[src/rtl/pmu_ahbm_pkg.sv]
// Shared encodings for the PMU AHB-lite command master: FSM states and the fixed
// AHB control values it drives.
package pmu_ahbm_pkg;

    typedef enum logic [1:0] {
        ST_IDLE = 2'd0,
        ST_ADDR = 2'd1,
        ST_DATA = 2'd2,
        ST_RESP = 2'd3
    } state_t;

    localparam logic [1:0] HTRANS_IDLE   = 2'b00;
    localparam logic [1:0] HTRANS_NONSEQ = 2'b10;

    localparam logic [1:0] HRESP_OKAY    = 2'b00;
    localparam logic [1:0] HRESP_ERROR   = 2'b01;

    localparam logic [2:0] HSIZE_WORD    = 3'b010;
    localparam logic [2:0] HBURST_SINGLE = 3'b000;
    localparam logic [3:0] HPROT_DEFAULT = 4'b0011;

    // Anything other than OKAY is treated as an error response.
    function automatic logic hresp_is_err(input logic [1:0] hresp);
        return hresp != HRESP_OKAY;
    endfunction

endpackage

[src/rtl/pmu_ahb_cmd_master.sv]
// Purpose: valid/ready command to single non-pipelined AHB-lite word transfer (PMU_AHBM_TIMEOUT_EN adds a wait timeout).
// Latency: accept at cycle 0, ADDR 1, DATA 2, response valid 3; each hready_i=0 cycle adds one.
// Backpressure: one command outstanding; req_ready_o low until the response is consumed via rsp_ready_i.
module pmu_ahb_cmd_master
    import pmu_ahbm_pkg::*;
#(
    parameter int ADDR_WIDTH     = 32,
    parameter int DATA_WIDTH     = 32,
    parameter int TIMEOUT_CYCLES = 256,
    parameter int TO_CNT_WIDTH   = $clog2(TIMEOUT_CYCLES + 1)
) (
    input  logic                  clk_i,
    input  logic                  rst_i,

    input  logic                  req_valid_i,
    output logic                  req_ready_o,
    input  logic                  req_write_i,
    input  logic [ADDR_WIDTH-1:0] req_addr_i,
    input  logic [DATA_WIDTH-1:0] req_wdata_i,

    output logic                  rsp_valid_o,
    input  logic                  rsp_ready_i,
    output logic [DATA_WIDTH-1:0] rsp_rdata_o,
    output logic                  rsp_err_o,
    output logic                  rsp_timeout_o,

    output logic                  hsel_o,
    output logic [ADDR_WIDTH-1:0] haddr_o,
    output logic                  hwrite_o,
    output logic [1:0]            htrans_o,
    output logic [2:0]            hsize_o,
    output logic [2:0]            hburst_o,
    output logic [3:0]            hprot_o,
    output logic                  hmastlock_o,
    output logic [DATA_WIDTH-1:0] hwdata_o,
    input  logic                  hready_i,
    input  logic [1:0]            hresp_i,
    input  logic [DATA_WIDTH-1:0] hrdata_i
);

    state_t                r_state;
    state_t                w_state_nxt;
    logic                  r_req_ready;
    logic                  r_write;
    logic [ADDR_WIDTH-1:0] r_addr;
    logic [DATA_WIDTH-1:0] r_wdata;
    logic                  r_err_sticky;
    logic [DATA_WIDTH-1:0] r_rsp_rdata;
    logic                  r_rsp_err;
    logic                  r_rsp_timeout;

    logic                  w_accept;
    logic                  w_misaligned;
    logic                  w_hresp_err;
    logic                  w_data_err;
    logic                  w_timeout;

    assign w_accept     = (r_state == ST_IDLE) & r_req_ready & req_valid_i;
    assign w_misaligned = req_addr_i[1:0] != 2'b00;
    assign w_hresp_err  = hresp_is_err(hresp_i);
    assign w_data_err   = r_err_sticky | w_hresp_err;

`ifdef PMU_AHBM_TIMEOUT_EN
    logic [TO_CNT_WIDTH-1:0] r_to_cnt;
    logic [TO_CNT_WIDTH-1:0] w_to_cnt_inc;
    logic                    w_waiting;

    assign w_waiting    = ((r_state == ST_ADDR) | (r_state == ST_DATA)) & ~hready_i;
    assign w_to_cnt_inc = r_to_cnt + TO_CNT_WIDTH'(1);
    assign w_timeout    = w_waiting & (w_to_cnt_inc == TO_CNT_WIDTH'(TIMEOUT_CYCLES));

    // Count restarts on every state change so ADDR and DATA waits are budgeted separately.
    always_ff @(posedge clk_i or posedge rst_i) begin
        if (rst_i) begin
            r_to_cnt <= '0;
        end else if (w_state_nxt != r_state) begin
            r_to_cnt <= '0;
        end else if (w_waiting) begin
            r_to_cnt <= w_to_cnt_inc;
        end
    end
`else
    logic w_unused_to;
    assign w_unused_to = ^{TIMEOUT_CYCLES, TO_CNT_WIDTH};
    assign w_timeout   = 1'b0;
`endif

    always_comb begin
        w_state_nxt = r_state;
        case (r_state)
            ST_IDLE: begin
                if (w_accept) begin
                    w_state_nxt = w_misaligned ? ST_RESP : ST_ADDR;
                end
            end
            ST_ADDR: begin
                if (w_timeout) begin
                    w_state_nxt = ST_RESP;
                end else if (hready_i) begin
                    w_state_nxt = ST_DATA;
                end
            end
            ST_DATA: begin
                if (w_timeout || hready_i) begin
                    w_state_nxt = ST_RESP;
                end
            end
            ST_RESP: begin
                if (rsp_ready_i) begin
                    w_state_nxt = ST_IDLE;
                end
            end
            default: w_state_nxt = ST_IDLE;
        endcase
    end

    always_ff @(posedge clk_i or posedge rst_i) begin
        if (rst_i) begin
            r_state       <= ST_IDLE;
            r_req_ready   <= 1'b0;
            r_write       <= 1'b0;
            r_addr        <= '0;
            r_wdata       <= '0;
            r_err_sticky  <= 1'b0;
            r_rsp_rdata   <= '0;
            r_rsp_err     <= 1'b0;
            r_rsp_timeout <= 1'b0;
        end else begin
            r_state     <= w_state_nxt;
            // Ready is registered so it stays low on the cycle a response is consumed.
            r_req_ready <= (w_state_nxt == ST_IDLE);
            case (r_state)
                ST_IDLE: begin
                    if (w_accept) begin
                        r_write      <= req_write_i;
                        r_addr       <= req_addr_i;
                        r_wdata      <= req_wdata_i;
                        r_err_sticky <= 1'b0;
                        if (w_misaligned) begin
                            r_rsp_err <= 1'b1;
                        end
                    end
                end
                ST_ADDR: begin
                    if (w_timeout) begin
                        r_rsp_err     <= 1'b1;
                        r_rsp_timeout <= 1'b1;
                    end
                end
                ST_DATA: begin
                    if (w_timeout) begin
                        r_rsp_err     <= 1'b1;
                        r_rsp_timeout <= 1'b1;
                    end else begin
                        if (w_hresp_err) begin
                            r_err_sticky <= 1'b1;
                        end
                        if (hready_i) begin
                            r_rsp_err   <= w_data_err;
                            r_rsp_rdata <= (!r_write && !w_data_err) ? hrdata_i : '0;
                        end
                    end
                end
                ST_RESP: begin
                    if (rsp_ready_i) begin
                        r_rsp_rdata   <= '0;
                        r_rsp_err     <= 1'b0;
                        r_rsp_timeout <= 1'b0;
                    end
                end
                default: ;
            endcase
        end
    end

    assign req_ready_o   = r_req_ready;
    assign rsp_valid_o   = (r_state == ST_RESP);
    assign rsp_rdata_o   = r_rsp_rdata;
    assign rsp_err_o     = r_rsp_err;
    assign rsp_timeout_o = r_rsp_timeout;

    assign hsel_o        = (r_state == ST_ADDR);
    assign htrans_o      = hsel_o ? HTRANS_NONSEQ : HTRANS_IDLE;
    assign haddr_o       = r_addr;
    assign hwrite_o      = hsel_o & r_write;
    assign hwdata_o      = ((r_state == ST_DATA) && r_write) ? r_wdata : '0;
    assign hsize_o       = HSIZE_WORD;
    assign hburst_o      = HBURST_SINGLE;
    assign hprot_o       = HPROT_DEFAULT;
    assign hmastlock_o   = 1'b0;

endmodule

[config.mk]
export PLATFORM = sky130hd
export DESIGN_NAME = pmu_ahb_cmd_master
export DESIGN_NICKNAME = d
export VERILOG_FILES = /design/src/rtl/pmu_ahbm_pkg.sv /design/src/rtl/pmu_ahb_cmd_master.sv
export SDC_FILE = /design/constraint.sdc
export NUM_CORES = 1
export LEC_CHECK = 0
export BUFFER_PORTS_ARGS = -buffer_cell sky130_fd_sc_hd__buf_2
export CAP_MARGIN = 15
export CELL_PAD_IN_SITES_DETAIL_PLACEMENT = 0
export CELL_PAD_IN_SITES_GLOBAL_PLACEMENT = 1
export CORE_MARGIN = 2
export CORE_UTILIZATION = 39
export DETAILED_ROUTE_END_ITERATION = 16
export HOLD_SLACK_MARGIN = 0.03
export PLACE_DENSITY = 0.91
export SYNTH_ARGS = -nofsm -noshare
export SYNTH_HDL_FRONTEND = slang
export SYNTH_SLANG_ARGS = --single-unit
[constraint.sdc]
create_clock -name clk_i -period 5.3 [get_ports clk_i]
set_clock_uncertainty 0.1 [all_clocks]
set_input_delay 0 -clock clk_i [delete_from_list [all_inputs] [get_ports clk_i]]
set_output_delay 0 -clock clk_i [all_outputs]
set_load 0.005 [all_outputs]
; Word-level counts from Yosys, hierarchy flattened
; Cells that the tools add are included.
[totals]
regBits = 102
inputBits = 104
out_inout_bits = 115
wordCells = 55
[classes]
eq_ne = 8
muxes = 20
bitwise_logic = 5
n_reduce_logical = 14
[ops]
columns = cell, n
row1 = $mux W32, 4
row2 = $pmux W32 S2, 1
row3 = $mux W2, 6
row4 = $ne A2 B2 Y1 const B, 4
row5 = $pmux W2 S4, 1
row6 = $reduce_bool A2 Y1, 4
row7 = $mux W1, 6
row8 = $reduce_and A3 Y1, 2
row9 = $reduce_and A5 Y1, 1
row10 = $eq A2 B2 Y1 const B, 2
row11 = $logic_not A2 Y1, 2
row12 = $and A1 B1 Y1, 3
row13 = $pmux W1 S3, 1
row14 = $eq A2 B1 Y1 const B, 1
row15 = $logic_and A1 B1 Y1, 2
row16 = $logic_not A1 Y1, 2
row17 = $ne A2 B1 Y1 const B, 1
row18 = $pmux W1 S2, 1
row19 = $reduce_and A2 Y1, 1
row20 = $not A1 Y1, 1
row21 = $or A1 B1 Y1, 1

; Logic depth before layout (Yosys ltp)
; Gate-level depths: netlist of run 1.
[logic_depth]
depth_word = 7
ltp_mapped = 6
ltp_nobuf = 3

; Worst setup path before layout of run 1
; Ideal clock, no wire load.
[synth_path]
kind = flip-flop to flip-flop
startpoint = register r_state[1]
endpoint = register r_addr[24] (netlist: haddr_o[24])
setup_ns = 0.127
t_arrival_ns = 1.412
required_time_ns = 5.073
path_slack_ns = 3.661
path_stages_with_launch = 6
path_buffers = 3
synth_period_minus_slack_ns = 1.639
path_cell_list = dfrtp_1 buf_6 nor4bb_4 buf_6 buf_8 mux2_1
[synth_between]
elab_chain_cells = 4
[synth_lines]
columns = item, line_no
row1 = from (decl), pmu_ahb_cmd_master.sv:41  ; state_t r_state;
row2 = from (signal assigned), pmu_ahb_cmd_master.sv:129  ; r_state <= w_state_nxt;
row3 = $logic_not A2 Y1 (*), "pmu_ahb_cmd_master.sv:58, pmu_ahb_cmd_master.sv:132"
row4 = $and A1 B1 Y1 (2 in series), pmu_ahb_cmd_master.sv:58  ; assign w_accept = (r_state == ST_IDLE) & r_req_ready & req_valid_i;
row5 = $reduce_and A2 Y1 (no line) (*), -
row6 = to (signal assigned), pmu_ahb_cmd_master.sv:136  ; r_addr <= req_addr_i;
row7 = to (decl), pmu_ahb_cmd_master.sv:45  ; logic [ADDR_WIDTH-1:0] r_addr;
; Every way passes the cells marked *; elsewhere a longest branch is shown, timed or not.
; A chain may end at the register's enable or synchronous reset.

; Worst setup path after layout of run 1
[layout_path]
startpoint = register r_state[0]
endpoint = register r_wdata[5]
[layout_between]
elab_chain_cells = 4
[layout_lines]
columns = item, line_no
row1 = $logic_not A2 Y1 (*), "pmu_ahb_cmd_master.sv:58, pmu_ahb_cmd_master.sv:132"
row2 = $and A1 B1 Y1 (2 in series), pmu_ahb_cmd_master.sv:58
row3 = $reduce_and A2 Y1 (no line) (*), -
row4 = to (signal assigned), pmu_ahb_cmd_master.sv:137  ; r_wdata <= req_wdata_i;
row5 = to (decl), pmu_ahb_cmd_master.sv:46  ; logic [DATA_WIDTH-1:0] r_wdata;
; Marks and branches as above.

==> summary.txt, run 1 <==
Outcome
  – Status: finished clean

Final layout
  – Final nets: 701
  – Share of cells above drive strength 1: 0.487
  – Final non-filler cell total: 745
  – Area Overhead vs Synth: 50.7%
  – N_diodes: 0
  – Fillers: 896
  – Multi-input gate area: 1680 µm²
  – FF+latch area: 2550 µm²
  – Final core utilization: 0.601

Floorplan
  – Initial Utilization: 0.399
  – Core Area: 11,400 µm²
  – Die Ht: 112 µm
  – Die W: 112 µm
  – Area of the die: 12,500 µm²
  – Rows: 39
  – Io pins: 219

Clock tree
  – Hold-fix buffers at CTS: 103
  – CTS Buf Count: 9
  – Skew-Pair Late Insertion Delay: 0.34 ns
  – Post-CTS Setup Inserts: 0
  – H-tree levels: 3
  – CTS max path bufs: 2
  – CTS Sinks: 102
  – Clock slew at reported path FFs: 0.06 ns
  – Post-cts resize count: 0
  – Root Buffer: clkbuf_16
  – TritonCTS clock tree: built

Drt
  – DRT Pass-1 Iters: 4
  – Vias/cell: 4.63
  – Final wirelength: 11.6 mm
  – DR vias: 3,450
  – DRC Markers: 0
  – WL/cell: 15.6 µm
  – DRC marker count from the first detailed-route iteration: 144
  – Routed Antenna Nets: 0

Place
  – IO buf count: 205
  – Placed insts: 625
  – GPL Wtd Cong: 0.771
  – Detailed placement HPWL: 7.27 mm

Logic synthesis
  – Async S/R FF share, synth: 1.00
  – Syn avg cell area: 15.4 µm²
  – Post-synth cell types: 33
  – Post-synth top cells: 102 x dfrtp_1, 60 x mux2_4, 34 x and2_1, 32 x a22o_1, 14 x buf_4
  – Post-synthesis register bit count: 102
  – Area contributors post-synth: dfrtp_1 56%, mux2_4 20%, a22o_1 6.2%, and2_1 4.7%, buf_12 2.6%
  – Area leader, netlist: dfrtp_1
  – Synth Instances: 294
  – Register area share after synthesis: 0.563
  – Most numerous cell in the Yosys netlist: dfrtp_1
  – Yosys top cell area share: 0.563
  – Ys flop type: dfrtp_1
  – Post-synth EDFFs: 0
  – Synth warn: 0
  – Cell area after synthesis: 4530 µm²

STA
  – RSZ-0062 raised after global routing: no
  – Final setup viols: 0
  – Tmin final: 2.22 ns
  – Final TNS setup: 0 ns
  – Max transition margin: 0.404
  – Top achievable clock speed: 0.449 GHz
  – Fin. Hold Viols: 0
  – Fin crit share: 0.420
  – Actual slew at the worst max-slew pin: 0.893 ns
  – Final Slew Violations: 0

Critical path
  – Worst-case reg-to-reg path depth: 3
  – CP max FO: 50
  – R2r startpoint: r_state[0]
  – R2R Setup Slk: 3.08 ns
  – Setup CP Type: reg2reg
  – Worst Path Required: 5.42 ns
  – Arrival time worst endpoint: 2.35 ns
  – Crit Reg-Reg Endpoint: r_wdata[5]
  – Startpoint types: flop
  – Critical path capture point type: flop

GRT
  – Vias in the first global route: 3,742
  – Largest net degree at the start of global routing: 56
  – Global route overflow: 0
  – Antenna violations before repair: 0
  – First-pass GRT wire length: 18.5 mm
  – Total track usage: 0.188

Min path
  – Hold depth: 4
  – Hold_sp: hresp_i[1]
  – Worst hold path type: in2reg
  – Hold Path End: rsp_err_o

Job
  – Maxcap violations: 0

Power
  – Static leakage: 3.59 nW
  – Peak supply drop: 0.000221 V
  – P per Cell Area: 416 nW/µm²
  – Post-layout power: 2.84 mW
==> layout make-up <==
| type | count | area share |
|---|---|---|
| clock buffer | 11 | 0.0341 |
| clock inverter | 5 | 0.00732 |
| inverter | 3 | 0.00201 |
| multi-input combinational | 167 | 0.246 |
| sequential | 102 | 0.373 |
| tap | 143 | 0.0262 |
| timing repair buffer | 314 | 0.311 |
==> per-stage QoR <==
| stage | hold slack, ns | setup slack (ns) | cell area [µm²] |
|---|---|---|---|
| floorplan | 0.0347 | 2.52 | 4580 |
| global placement | 0.00652 | 3.12 | 5490 |
| detailed placement | 0.0195 | 3.02 | 5490 |
| CTS | 0.0516 | 3.01 | 6810 |
| global route | 0.0855 | 2.96 | 6830 |
| finish | 0.0626 | 3.08 | 6830 |
==> per-layer routing <==
metal | track usage | vias to the layer above | share of wire
met5 | 0 | - | 0
met3 | 0.0354 | 36 | 0.051
met4 | 0.103 | 0 | 0.038
met2 | 0.324 | 140 | 0.50
met1 | 0.223 | 1672 | 0.41
li1 | - | 1602 | -
==> power breakdown <==
group | switching, mW | internal, mW
clock | 0.269 | 0.363
sequential | 0.177 | 1.05
combinational | 0.351 | 0.632
==> worst max-delay path by stage <==
stage / startpoint / endpoint / slack, ns
2_1_floorplan: rst_i / haddr_o[0] / 2.52
3_3_place_gp: r_state[0] / rsp_rdata_o[27] / 3.12
3_5_place_dp: r_state[0] / rsp_rdata_o[22] / 3.02
4_1_cts: r_state[0] / rsp_rdata_o[22] / 3.01
5_1_grt: r_state[0] / r_wdata[5] / 2.96
6_report: r_state[0] / r_wdata[5] / 3.08
==> worst max-delay path, cell delays in order (launching register included) <==
cell and delay [ns]:
dfrtp_1 0.54, nor4bb_4 0.33, buf_4 0.74, mux2_4 0.36
==> registers in the layout, summed over array words and instances, names as in the netlist <==
signal and cells:
haddr_o 32, req_ready_o 1, r_err_sticky 1, rsp_err_o 1, r_wdata 32, rsp_rdata_o 32, r_write 1, r_state 2
==> logic make-up after synthesis <==
logic type | after synthesis | synth area share
buffers and inverters | 36 | 0.0748
AND/OR/NAND/NOR | 48 | 0.0720
multiplexers | 67 | 0.216
AO/OA/AOI/OAI | 39 | 0.0728
other | 2 | 0.00166
flip-flops | 102 | 0.563
==> cell usage in the layout (no fill, tap or decap), drive strengths merged, types with 2 or more instances in the layout <==
| cell | n |
|---|---|
| inv | 3 |
| nor2 | 4 |
| dfrtp | 102 |
| a22o | 32 |
| dlygate4sd3 | 103 |
| mux2 | 66 |
| clkbuf | 11 |
| conb | 13 |
| clkinv | 4 |
| a21oi | 2 |
| and2 | 34 |
| buf | 211 |
| nand2 | 2 |
(Power assumes the default switching activity.)
==> inputs of run 2 (changes only) <==
CORE_UTILIZATION = 32   (was 39)
PLACE_DENSITY = 0.8   (was 0.91)
clock period = 1.9 ns   (was 5.3 ns; I/O delays follow)
==> run 2 against run 1 <==
Effect of this change:
- first-iteration DRC count decreased by 18%
- critical path depth up 3
- core utilization down 9.4 points
- wire length up 3.0%
- setup slack lost 3.0 ns
- hold slack got worse by 0.0071 ns
- critical path type is now reg2out
- largest power group unchanged
- highest routed layer unchanged
==> summary.txt, run 2 (synthesis gave the netlist of run 1 again) <==
Final layout
  – Most frequent cells in the layout: 205 x buf_2, 102 x dfrtp_1, 102 x dlygate4sd3_1
  – Final nets: 708 (+1.0%)
  – Share of cells above drive strength 1: 0.496 (+0.00918)
  – Most common cell after layout, fill and taps aside: buf_2
  – Cell area after layout: 7040 µm² (+3.0%)
  – Area Overhead vs Synth: 55.3%
  – Final core utilization: 0.507 (-0.0938)

Floorplan
  – Area of the die: 15,100 µm² (+21%)
  – Initial Utilization: 0.327 (-0.0721)
  – Die W: 123 µm (+10%)
  – Io pins: 219 (unchanged)
  – Die Ht: 123 µm (+10%)
  – Core Area: 13,900 µm² (+22%)
  – Rows: 43 (+10%)

Job
  – Maxcap violations: 0 (unchanged)

Outcome
  – Status: finished clean

STA
  – Final TNS setup: 0 ns (unchanged)
  – Fin crit share: 0.964
  – Top achievable clock speed: 0.546 GHz
  – Final setup viols: 0 (unchanged)
  – Post-route setup slack: 0.0685 ns (-3.01 ns)
  – Tmin final: 1.83 ns
  – Fin. Hold Viols: 0 (unchanged)
  – Final Slew Violations: 0 (unchanged)
  – Hold slack: 0.0555 ns (-0.00708 ns)

Min path
  – Hold Path End: rsp_err_o
  – Hold depth: 4 (unchanged)
  – Worst hold path type: in2reg
  – Hold_sp: hresp_i[1]

Clock tree
  – CTS max path bufs: 2 (unchanged)
  – CTS Buf Count: 9 (unchanged)
  – H-tree levels: 3 (unchanged)
  – Skew-Pair Late Insertion Delay: 0.34 ns (about the same)
  – TritonCTS clock tree: built
  – Clock slew at reported path FFs: 0.07 ns (about the same)
  – CTS Sinks: 102 (unchanged)
  – Root Buffer: clkbuf_16

Critical path
  – Setup CP Type: reg2out
  – Critical path capture point type: primary output
  – Max incr delay on CP: 0.40 ns (-0.34 ns)
  – Arrival time worst endpoint: 1.73 ns (-0.62 ns)
  – Crit Reg-Reg Endpoint: haddr_o[27]
  – Startpoint types: flop
  – CP Cell Sequence: buf_4 -> nor3b_4 -> buf_4 -> clkbuf_4 -> and2_1 -> buf_2
  – R2r startpoint: r_state[1]
  – R2R Setup Slk: 0.07 ns (-3.01 ns)
  – Most frequent cell on the critical path: buf_4
  – CP max FO: 11 (-78%)
  – Crit-path slowest cell: dfrtp_1
  – Worst Path Required: 1.80 ns (-3.62 ns)
  – Worst-case reg-to-reg path depth: 4 (+1)

Place
  – DP Area: 5650 µm² (+2.8%)
  – DP Worst Slack: 0.148 ns (-2.87 ns)
  – IO buf count: 205 (unchanged)
  – Detailed placement HPWL: 7.28 mm (about the same)
  – GPL Wtd Cong: 0.703 (-8.8%)

Power
  – P per Cell Area: 1170 nW/µm² (+180%)
  – Peak supply drop: 0.000522 V (+140%)
  – Static leakage: 3.65 nW (+1.7%)

Drt
  – DR vias: 3,460 (+0.29%)
  – WL/cell: 15.1 µm (-2.8%)
  – Final wirelength: 12.0 mm (+3.0%)
  – DRC Markers: 0 (unchanged)
  – Routed Antenna Nets: 0 (unchanged)
  – DRT Pass-1 Iters: 4 (unchanged)
  – DRC marker count from the first detailed-route iteration: 118 (-18%)
  – Vias/cell: 4.38 (-5.4%)

GRT
  – Vias in the first global route: 3,614 (-3.4%)
  – Antenna violations before repair: 1 (+1)
  – Global route overflow: 0 (unchanged)
  – Largest net degree at the start of global routing: 55 (-1.8%)
  – Total track usage: 0.154 (-0.0345)
  – First-pass GRT wire length: 17.8 mm (-4.1%)
## run 2: layout make-up
| class | count | area [µm²] |
|---|---|---|
| fillers | 1209 | 6840 |
| inverters | 3 | 15.0 |
| flip-flops and latches | 102 | 2550 |
| clock buffers | 14 | 284 |
| repair buffers | 321 | 2230 |
| multi-input cells | 167 | 1690 |
| well taps | 180 | 225 |
| clock inverters | 2 | 37.5 |
| diodes | 1 | 2.50 |
## run 2: timing repair
| action | CTS | global route |
|---|---|---|
| hold buffers | 102 | 0 |
| pin swaps | 0 | 1 |
| gates resized for setup | 1 | 7 |
| endpoints found under the setup margin | 19 | 32 |
| setup buffers | 0 | 2 |
| endpoints found under the hold margin | 204 | 0 |
| cloned | 0 | 3 |
## run 2: metal layers
metal  up-vias  track usage  part of all wire
li1       1621            -                 -
met1      1702        0.179              0.41
met2       122        0.271              0.52
met3        15       0.0346             0.054
met4         0       0.0661             0.016
met5         -            0                 0
## run 2: worst max-delay path, delay by kind of cell (launching register included)
kind          cells  cell delay, ns
simple gates      2            0.31
flops             1            0.40
buf+inv           4            0.67
## run 2: worst max path at each step
stage                    to        from  slack (ns)
2_1_floorplan   haddr_o[24]  r_state[1]        0.26
3_3_place_gp    haddr_o[28]  r_state[1]        0.19
3_5_place_dp    haddr_o[28]  r_state[1]        0.15
4_1_cts        hwdata_o[31]  r_state[1]        0.03
5_1_grt        hwdata_o[16]  r_state[0]     -0.0003
6_report       hwdata_o[20]  r_state[0]        0.07
## run 2: report_power, final
part           leakage [nW]  switching (mW)  internal (mW)  total (mW)
clock                 0.155           0.756           1.17        1.92
sequential             1.30           0.431           2.93        3.36
combinational          2.20            1.09           1.85        2.94
## run 2: stage by stage
step / total power [mW] / instances
floorplan: 5.09 / 305
global placement: 5.95 / 666
detailed placement: 6.03 / 666
CTS: 8.20 / 784
global route: 8.71 / 790
finish: 8.22 / 790
